## src/rtl/sd_arb_pkg.sv

```systemverilog
`default_nettype none
// ============================================================================
//  Module   : sd_arb_pkg
//  Purpose  : Shared types and helpers for the SD drive arbiter: arbiter
//             state encoding, bus widths and a reference round-robin pick.
//  Revision : 1.0 - initial release
// ============================================================================
package sd_arb_pkg;

  localparam int LBA_W    = 32;
  localparam int BYTE_W   = 8;
  localparam int MAX_DRIV = 8;
  localparam int IDX_W    = 3;

  typedef enum logic [1:0] {
    IDLE = 2'd0,
    REQ  = 2'd1,
    XFER = 2'd2,
    DONE = 2'd3
  } arb_state_t;

  // Next index at or after (rr+1) mod n that is pending, wrapping; returns rr
  // when nothing is pending. n must be a constant at the call site.
  function automatic logic [IDX_W-1:0] rr_pick(
    input logic [MAX_DRIV-1:0] pending,
    input logic [IDX_W-1:0]    rr,
    input int                  n
  );
    logic [IDX_W-1:0] pick;
    int               idx;
    pick = rr;
    for (int k = MAX_DRIV; k >= 1; k--) begin
      if (k <= n) begin
        idx = (int'(rr) + k) % n;
        if (pending[idx[IDX_W-1:0]]) pick = idx[IDX_W-1:0];
      end
    end
    return pick;
  endfunction

endpackage
`default_nettype wire

```

## src/rtl/sd_drive_arbiter_rr_picker.sv

```systemverilog
`default_nettype none
// ============================================================================
//  Module   : rr_picker
//  Purpose  : Combinational round-robin first-one finder. Rotates the pending
//             vector so that (rr+1) sits at bit 0, finds the lowest set bit,
//             then maps the offset back to an absolute drive index.
//  Revision : 1.0 - initial release
// ============================================================================
module rr_picker #(
  parameter int NBDRIV = 4,
  parameter int GW     = 2
) (
  input  logic [NBDRIV-1:0] pending,
  input  logic [GW-1:0]     rr,
  output logic [GW-1:0]     pick,
  output logic              any
);

  // One extra bit so base+offset (< 2*NBDRIV) never overflows before the wrap.
  localparam int SW = GW + 1;

  logic [SW-1:0]       base;
  logic [SW-1:0]       off;
  logic [SW-1:0]       sum;
  logic [NBDRIV-1:0]   rot;
  logic [2*NBDRIV-1:0] dbl;

  // Rotate-and-search; the doubled vector makes the rotate a plain shift.
  always_comb begin
    base = SW'(rr) + SW'(1);
    if (base >= SW'(NBDRIV)) base = base - SW'(NBDRIV);
    dbl = {pending, pending};
    rot = NBDRIV'(dbl >> base);
    off = '0;
    for (int k = NBDRIV - 1; k >= 0; k--) begin
      if (rot[k]) off = SW'(k);
    end
    sum = base + off;
    if (sum >= SW'(NBDRIV)) sum = sum - SW'(NBDRIV);
    pick = GW'(sum);
    any  = |pending;
  end

endmodule
`default_nettype wire

```

## src/rtl/sd_drive_arbiter.sv

```systemverilog
`default_nettype none
// ============================================================================
//  Module   : sd_drive_arbiter
//  Purpose  : Shares the single host virtual-disk sector channel among NBDRIV
//             floppy drives. One transaction is owned at a time: the winner's
//             LBA is latched, strobes/acks are one-hot to that drive, buffer
//             traffic is steered to it only, and a silent host is abandoned
//             after 2^TIMEOUT_W-1 request cycles.
//  Revision : 1.0 - initial release
// ============================================================================
module sd_drive_arbiter
  import sd_arb_pkg::*;
#(
  parameter int NBDRIV    = 4,
  parameter int GW        = 2,
  parameter int TIMEOUT_W = 24
) (
  input  logic                     clk_sys,
  input  logic                     reset_n,
  input  logic [NBDRIV-1:0]        req_rd,
  input  logic [NBDRIV-1:0]        req_wr,
  input  logic [NBDRIV*LBA_W-1:0]  req_lba,
  input  logic [NBDRIV*BYTE_W-1:0] req_buff_din,
  output logic [NBDRIV-1:0]        req_ack,
  output logic [NBDRIV-1:0]        req_done,
  output logic [NBDRIV-1:0]        req_buff_wr,
  output logic [LBA_W-1:0]         sd_lba,
  output logic [NBDRIV-1:0]        sd_rd,
  output logic [NBDRIV-1:0]        sd_wr,
  input  logic [NBDRIV-1:0]        sd_ack,
  input  logic                     sd_buff_wr,
  output logic [BYTE_W-1:0]        sd_buff_din,
  output logic [GW-1:0]            grant,
  output logic                     busy,
  output logic                     timeout_err
);

  // Last counter value before the increment would reach all-ones; the REQ
  // phase therefore lasts exactly 2^TIMEOUT_W-1 cycles without an ack.
  localparam logic [TIMEOUT_W-1:0] CNT_LAST = {{(TIMEOUT_W-1){1'b1}}, 1'b0};

  arb_state_t           state;
  logic [GW-1:0]        rr;
  logic                 is_rd;
  logic [TIMEOUT_W-1:0] cnt;
  logic [NBDRIV-1:0]    pending;
  logic [NBDRIV-1:0]    grant_onehot;
  logic [GW-1:0]        pick;
  logic                 any_pending;

  assign pending      = req_rd | req_wr;
  assign grant_onehot = {{(NBDRIV-1){1'b0}}, 1'b1} << grant;

  rr_picker #(
    .NBDRIV (NBDRIV),
    .GW     (GW)
  ) u_picker (
    .pending (pending),
    .rr      (rr),
    .pick    (pick),
    .any     (any_pending)
  );

  // Transaction sequencer: arbitrate, strobe, wait for ack, transfer, holdoff.
  always_ff @(posedge clk_sys or negedge reset_n) begin
    if (!reset_n) begin
      state       <= IDLE;
      grant       <= '0;
      rr          <= '0;
      is_rd       <= 1'b0;
      cnt         <= '0;
      sd_lba      <= '0;
      sd_rd       <= '0;
      sd_wr       <= '0;
      req_ack     <= '0;
      req_done    <= '0;
      timeout_err <= 1'b0;
    end else begin
      req_done    <= '0;
      timeout_err <= 1'b0;
      case (state)
        IDLE: begin
          if (any_pending) begin
            grant  <= pick;
            sd_lba <= req_lba[pick*LBA_W +: LBA_W];
            is_rd  <= req_rd[pick];
            cnt    <= '0;
            state  <= REQ;
          end
        end
        REQ: begin
          if (sd_ack[grant]) begin
            sd_rd   <= '0;
            sd_wr   <= '0;
            req_ack <= grant_onehot;
            cnt     <= '0;
            state   <= XFER;
          end else if (cnt == CNT_LAST) begin
            sd_rd       <= '0;
            sd_wr       <= '0;
            timeout_err <= 1'b1;
            req_done    <= grant_onehot;
            cnt         <= '0;
            state       <= DONE;
          end else begin
            cnt   <= cnt + TIMEOUT_W'(1);
            sd_rd <= is_rd ? grant_onehot : '0;
            sd_wr <= is_rd ? '0 : grant_onehot;
          end
        end
        XFER: begin
          if (!sd_ack[grant]) begin
            req_ack  <= '0;
            req_done <= grant_onehot;
            rr       <= grant;
            state    <= DONE;
          end
        end
        DONE: begin
          state <= IDLE;
        end
        default: begin
          state <= IDLE;
        end
      endcase
    end
  end

  // Buffer steering is zero-latency and only open while the transfer is owned.
  always_comb begin
    req_buff_wr = '0;
    sd_buff_din = '0;
    if (state == XFER) begin
      req_buff_wr = sd_buff_wr ? grant_onehot : '0;
      sd_buff_din = req_buff_din[grant*BYTE_W +: BYTE_W];
    end
  end

  assign busy = (state != IDLE);

endmodule
`default_nettype wire

```

## config.mk

```make
export PLATFORM = sky130hd
export DESIGN_NAME = sd_drive_arbiter
export DESIGN_NICKNAME = d
export VERILOG_FILES = /design/src/rtl/sd_arb_pkg.sv /design/src/rtl/sd_drive_arbiter_rr_picker.sv /design/src/rtl/sd_drive_arbiter.sv
export SDC_FILE = /design/constraint.sdc
export NUM_CORES = 1
export LEC_CHECK = 0
export BUFFER_PORTS_ARGS = -buffer_cell sky130_fd_sc_hd__buf_2
export CAP_MARGIN = 10
export CORE_ASPECT_RATIO = 0.9
export CORE_MARGIN = 2
export CORE_UTILIZATION = 43
export DETAILED_ROUTE_END_ITERATION = 6
export PLACE_DENSITY_LB_ADDON = 0.05
export SLEW_MARGIN = 20
export SYNTH_ARGS = -nofsm -noshare
export SYNTH_HDL_FRONTEND = slang
export SYNTH_SLANG_ARGS = --single-unit
```

## constraint.sdc

```tcl
create_clock -name clk_sys -period 3.75 [get_ports clk_sys]
set_clock_uncertainty 0.2 [all_clocks]
set_input_delay 0.75 -clock clk_sys [delete_from_list [all_inputs] [get_ports clk_sys]]
set_output_delay 0.75 -clock clk_sys [all_outputs]
set_load 0.1 [all_outputs]
```

==> impl_metrics.csv <==
group,metric,value,unit
timing,min_period,3.31,ns
grt,grt_pass1_wl,22.2,mm
clock_network,numCtsBuffers,9,
run,maxCapViolations,0,
grt,grt_max_degree,103,
detailed_routing,drt-pass1-iter-count,4,
finish,fillers,1046,
floorplanning,core,11400,sq um
finish,final_cell_mix,"237 x buf_2, 80 x dfrtp_1, 66 x mux2i_1",
clock_network,cts_buffer_depth,2,
logic_synthesis,syn_nets,685,
timing,max_freq,302,MHz
clock_network,clkSinkCount,80,
floorplanning,die-area,12500,sq um
clock_network,cts-resized-gates,0,
finish,layout-drive-gt1-share,39.7,%
detailed_routing,totalWireLength,13.8,mm
detailed_routing,wl_per_cell,15.6,um
grt,grt_use_total,21.9,%
detailed_routing,drt_iter0_drc,262,
grt,overflow,0,
logic_synthesis,syn_area,5010,sq um
logic_synthesis,async_flop_share,100,%
placed_design,place_area,6360,sq um
logic_synthesis,yosysWarnings,0,
logic_synthesis,synth_ff_type,"dfrtp_1",
clock_network,cts_setup_buffers,0,
logic_synthesis,synth_edf_count,0,
detailed_routing,drc_errors,0,
placed_design,pre_cts_slack,0.219,ns
timing,worstMarginPinSlew,0.906,ns
clock_network,htree_levels,3,
timing,fin_crit_sh,88.2,%
detailed_routing,ant_nets,0,
timing,maxSlewViolCount,0,
finish,fin_cells,881,
timing,setup_tns,0,ns
finish,multi_input_area,2800,sq um
critical_path,arrival,3.30,ns
critical_path,crit_fanout,33,
floorplanning,start_util,44.0,%
logic_synthesis,ys_seq_elements,80,
finish,finalNetCount,904,
placed_design,gp_congestion,0.807,
placed_design,dp.cells,866,
critical_path,cp.required,3.74,ns
logic_synthesis,avgSynthCellArea,9.98,sq um
timing,setup_viol,0,
critical_path,start_kind,"flip-flop",
floorplanning,fp.dieH,106,um
timing,grt_setup_unrepaired,"false",
finish,area_delta_synth_final,33.8,%
floorplanning,num_rows,37,
status,status,"finished, final reports clean",
logic_synthesis,synth.distinct_cells,51,
placed_design,dp_hpwl,10.5,mm
finish,finalInstanceArea,6700,sq um
critical_path,r2r_slack,0.44,ns
detailed_routing,vias_per_cell,5.31,
detailed_routing,vias,4679,
logic_synthesis,seq_area_frac_synth,40.0,%
timing,timing_hold_violations_final,0,
timing,setup_ws,0.443,ns
clock_network,path_clk_slew,0.06,ns
clock_network,postCtsHoldBufs,0,
logic_synthesis,postSynthCellCount,502,
critical_path,crit_type,"reg -> reg",
clock_network,cts_tree,"yes",
clock_network,clockRootBuffer,"clkbuf_16",
timing,slew_headroom,39.6,%
finish,diodes,0,
clock_network,clock_latency,0.32,ns
grt,grt_pass1_vias,4588,
critical_path,endpoint_kind,"flip-flop",
placed_design,portBuffers,238,
finish,final_common_cell,"buf_2",
finish,regArea,2000,sq um
hold_path,min-delay-path-class,"in -> async",
floorplanning,ios,239,
grt,antenna_found_initial,0,
floorplanning,die_w,118,um
==> cells by family (layout without fill, tap and decap cells) <==
| kind of cell | after synthesis | after routing | synth area share (%) |
|---|---|---|---|
| AO/OA/AOI/OAI | 74 | 74 | 11.4 |
| XOR/XNOR | 20 | 20 | 3.50 |
| AND/OR/NAND/NOR | 183 | 183 | 19.6 |
| adder cells (fa/ha/maj) | 8 | 8 | 2.00 |
| multiplexers | 82 | 82 | 18.8 |
| flip-flops | 80 | 80 | 40.0 |
| buffers and inverters | 55 | 278 | 4.75 |
==> critical path: stages (launching register included) <==
cell      delay (ns)
dfrtp_1         0.56
ha_1            0.20
nor2b_1         0.26
o31a_1          0.21
o21a_1          0.13
o22ai_1         0.07
nand2_1         0.08
o31ai_1         0.09
ha_4            0.17
xnor2_1         0.17
and3b_1         0.21
buf_4           0.18
nor2_2          0.10
buf_4           0.35
o311ai_1        0.16
==> Yosys cell counts, types with 6 or more instances <==
cell type / number / share of area [%]
or4_1: 34 / 5.1
mux4_2: 9 / 4.0
dfrtp_1: 80 / 40
nand4_1: 7 / 0.87
ha_1: 8 / 2.0
clkbuf_1: 21 / 1.6
buf_2: 16 / 1.6
o21ai_0: 8 / 0.80
o311ai_1: 33 / 5.8
and2_1: 9 / 1.1
a21oi_1: 6 / 0.60
inv_1: 15 / 1.1
nor2_1: 36 / 2.7
nand3_1: 13 / 1.3
o22ai_1: 7 / 0.87
mux2i_1: 66 / 13
nor3_1: 7 / 0.70
nand2_1: 50 / 3.7
xor2_1: 16 / 2.8
==> per-layer routing <==
metal	wire length [um]	vias up	GRT usage, %	part of all wire [%]
met1	5870	2222	27.3	43
li1	-	2313	-	-
met2	7120	128	38.3	52
met5	0	-	0	0
met4	228	0	7.75	1.7
met3	544	16	3.70	4.0
==> final timing paths <==
check	from	to	cells after the start
setup / recovery	rr[0]	sd_lba[9]	14
hold / removal	reset_n	req_done[0]	1
setup reg to reg	rr[0]	sd_lba[9]	14
hold reg to reg	req_ack[0]	req_ack[0]	1
max in group asynchronous	reset_n	sd_lba[2]	1
min in group clk_sys	req_ack[0]	req_ack[0]	1
==> area by class of cell <==
type                       count  share of cell area, %
multi-input combinational    367                   41.7
tap                          156                   2.91
timing repair buffer         248                   19.5
clock buffer                  10                   3.56
inverter                      15                  0.840
sequential                    80                   29.9
clock inverter                 5                   1.55
==> metrics by stage <==
stage	util [%]	hold slack, ns
final	58.9	0.262
after CTS	58.8	0.283
after global routing	58.9	0.295
after global placement	55.8	0.264
after detailed placement	55.8	0.269
after floorplan	-	0.254
==> sequential cells by signal, summed over array words and instances (netlist names) <==
name         flops
timeout_err      1
req_ack          4
rr               2
sd_wr            4
sd_rd            4
is_rd            1
req_done         4
state            2
sd_lba          32
grant            2
cnt             24
Power is left out: the tool's default activity adds up to more than one toggle a clock period on the data nets, which glitch-free logic cannot reach.
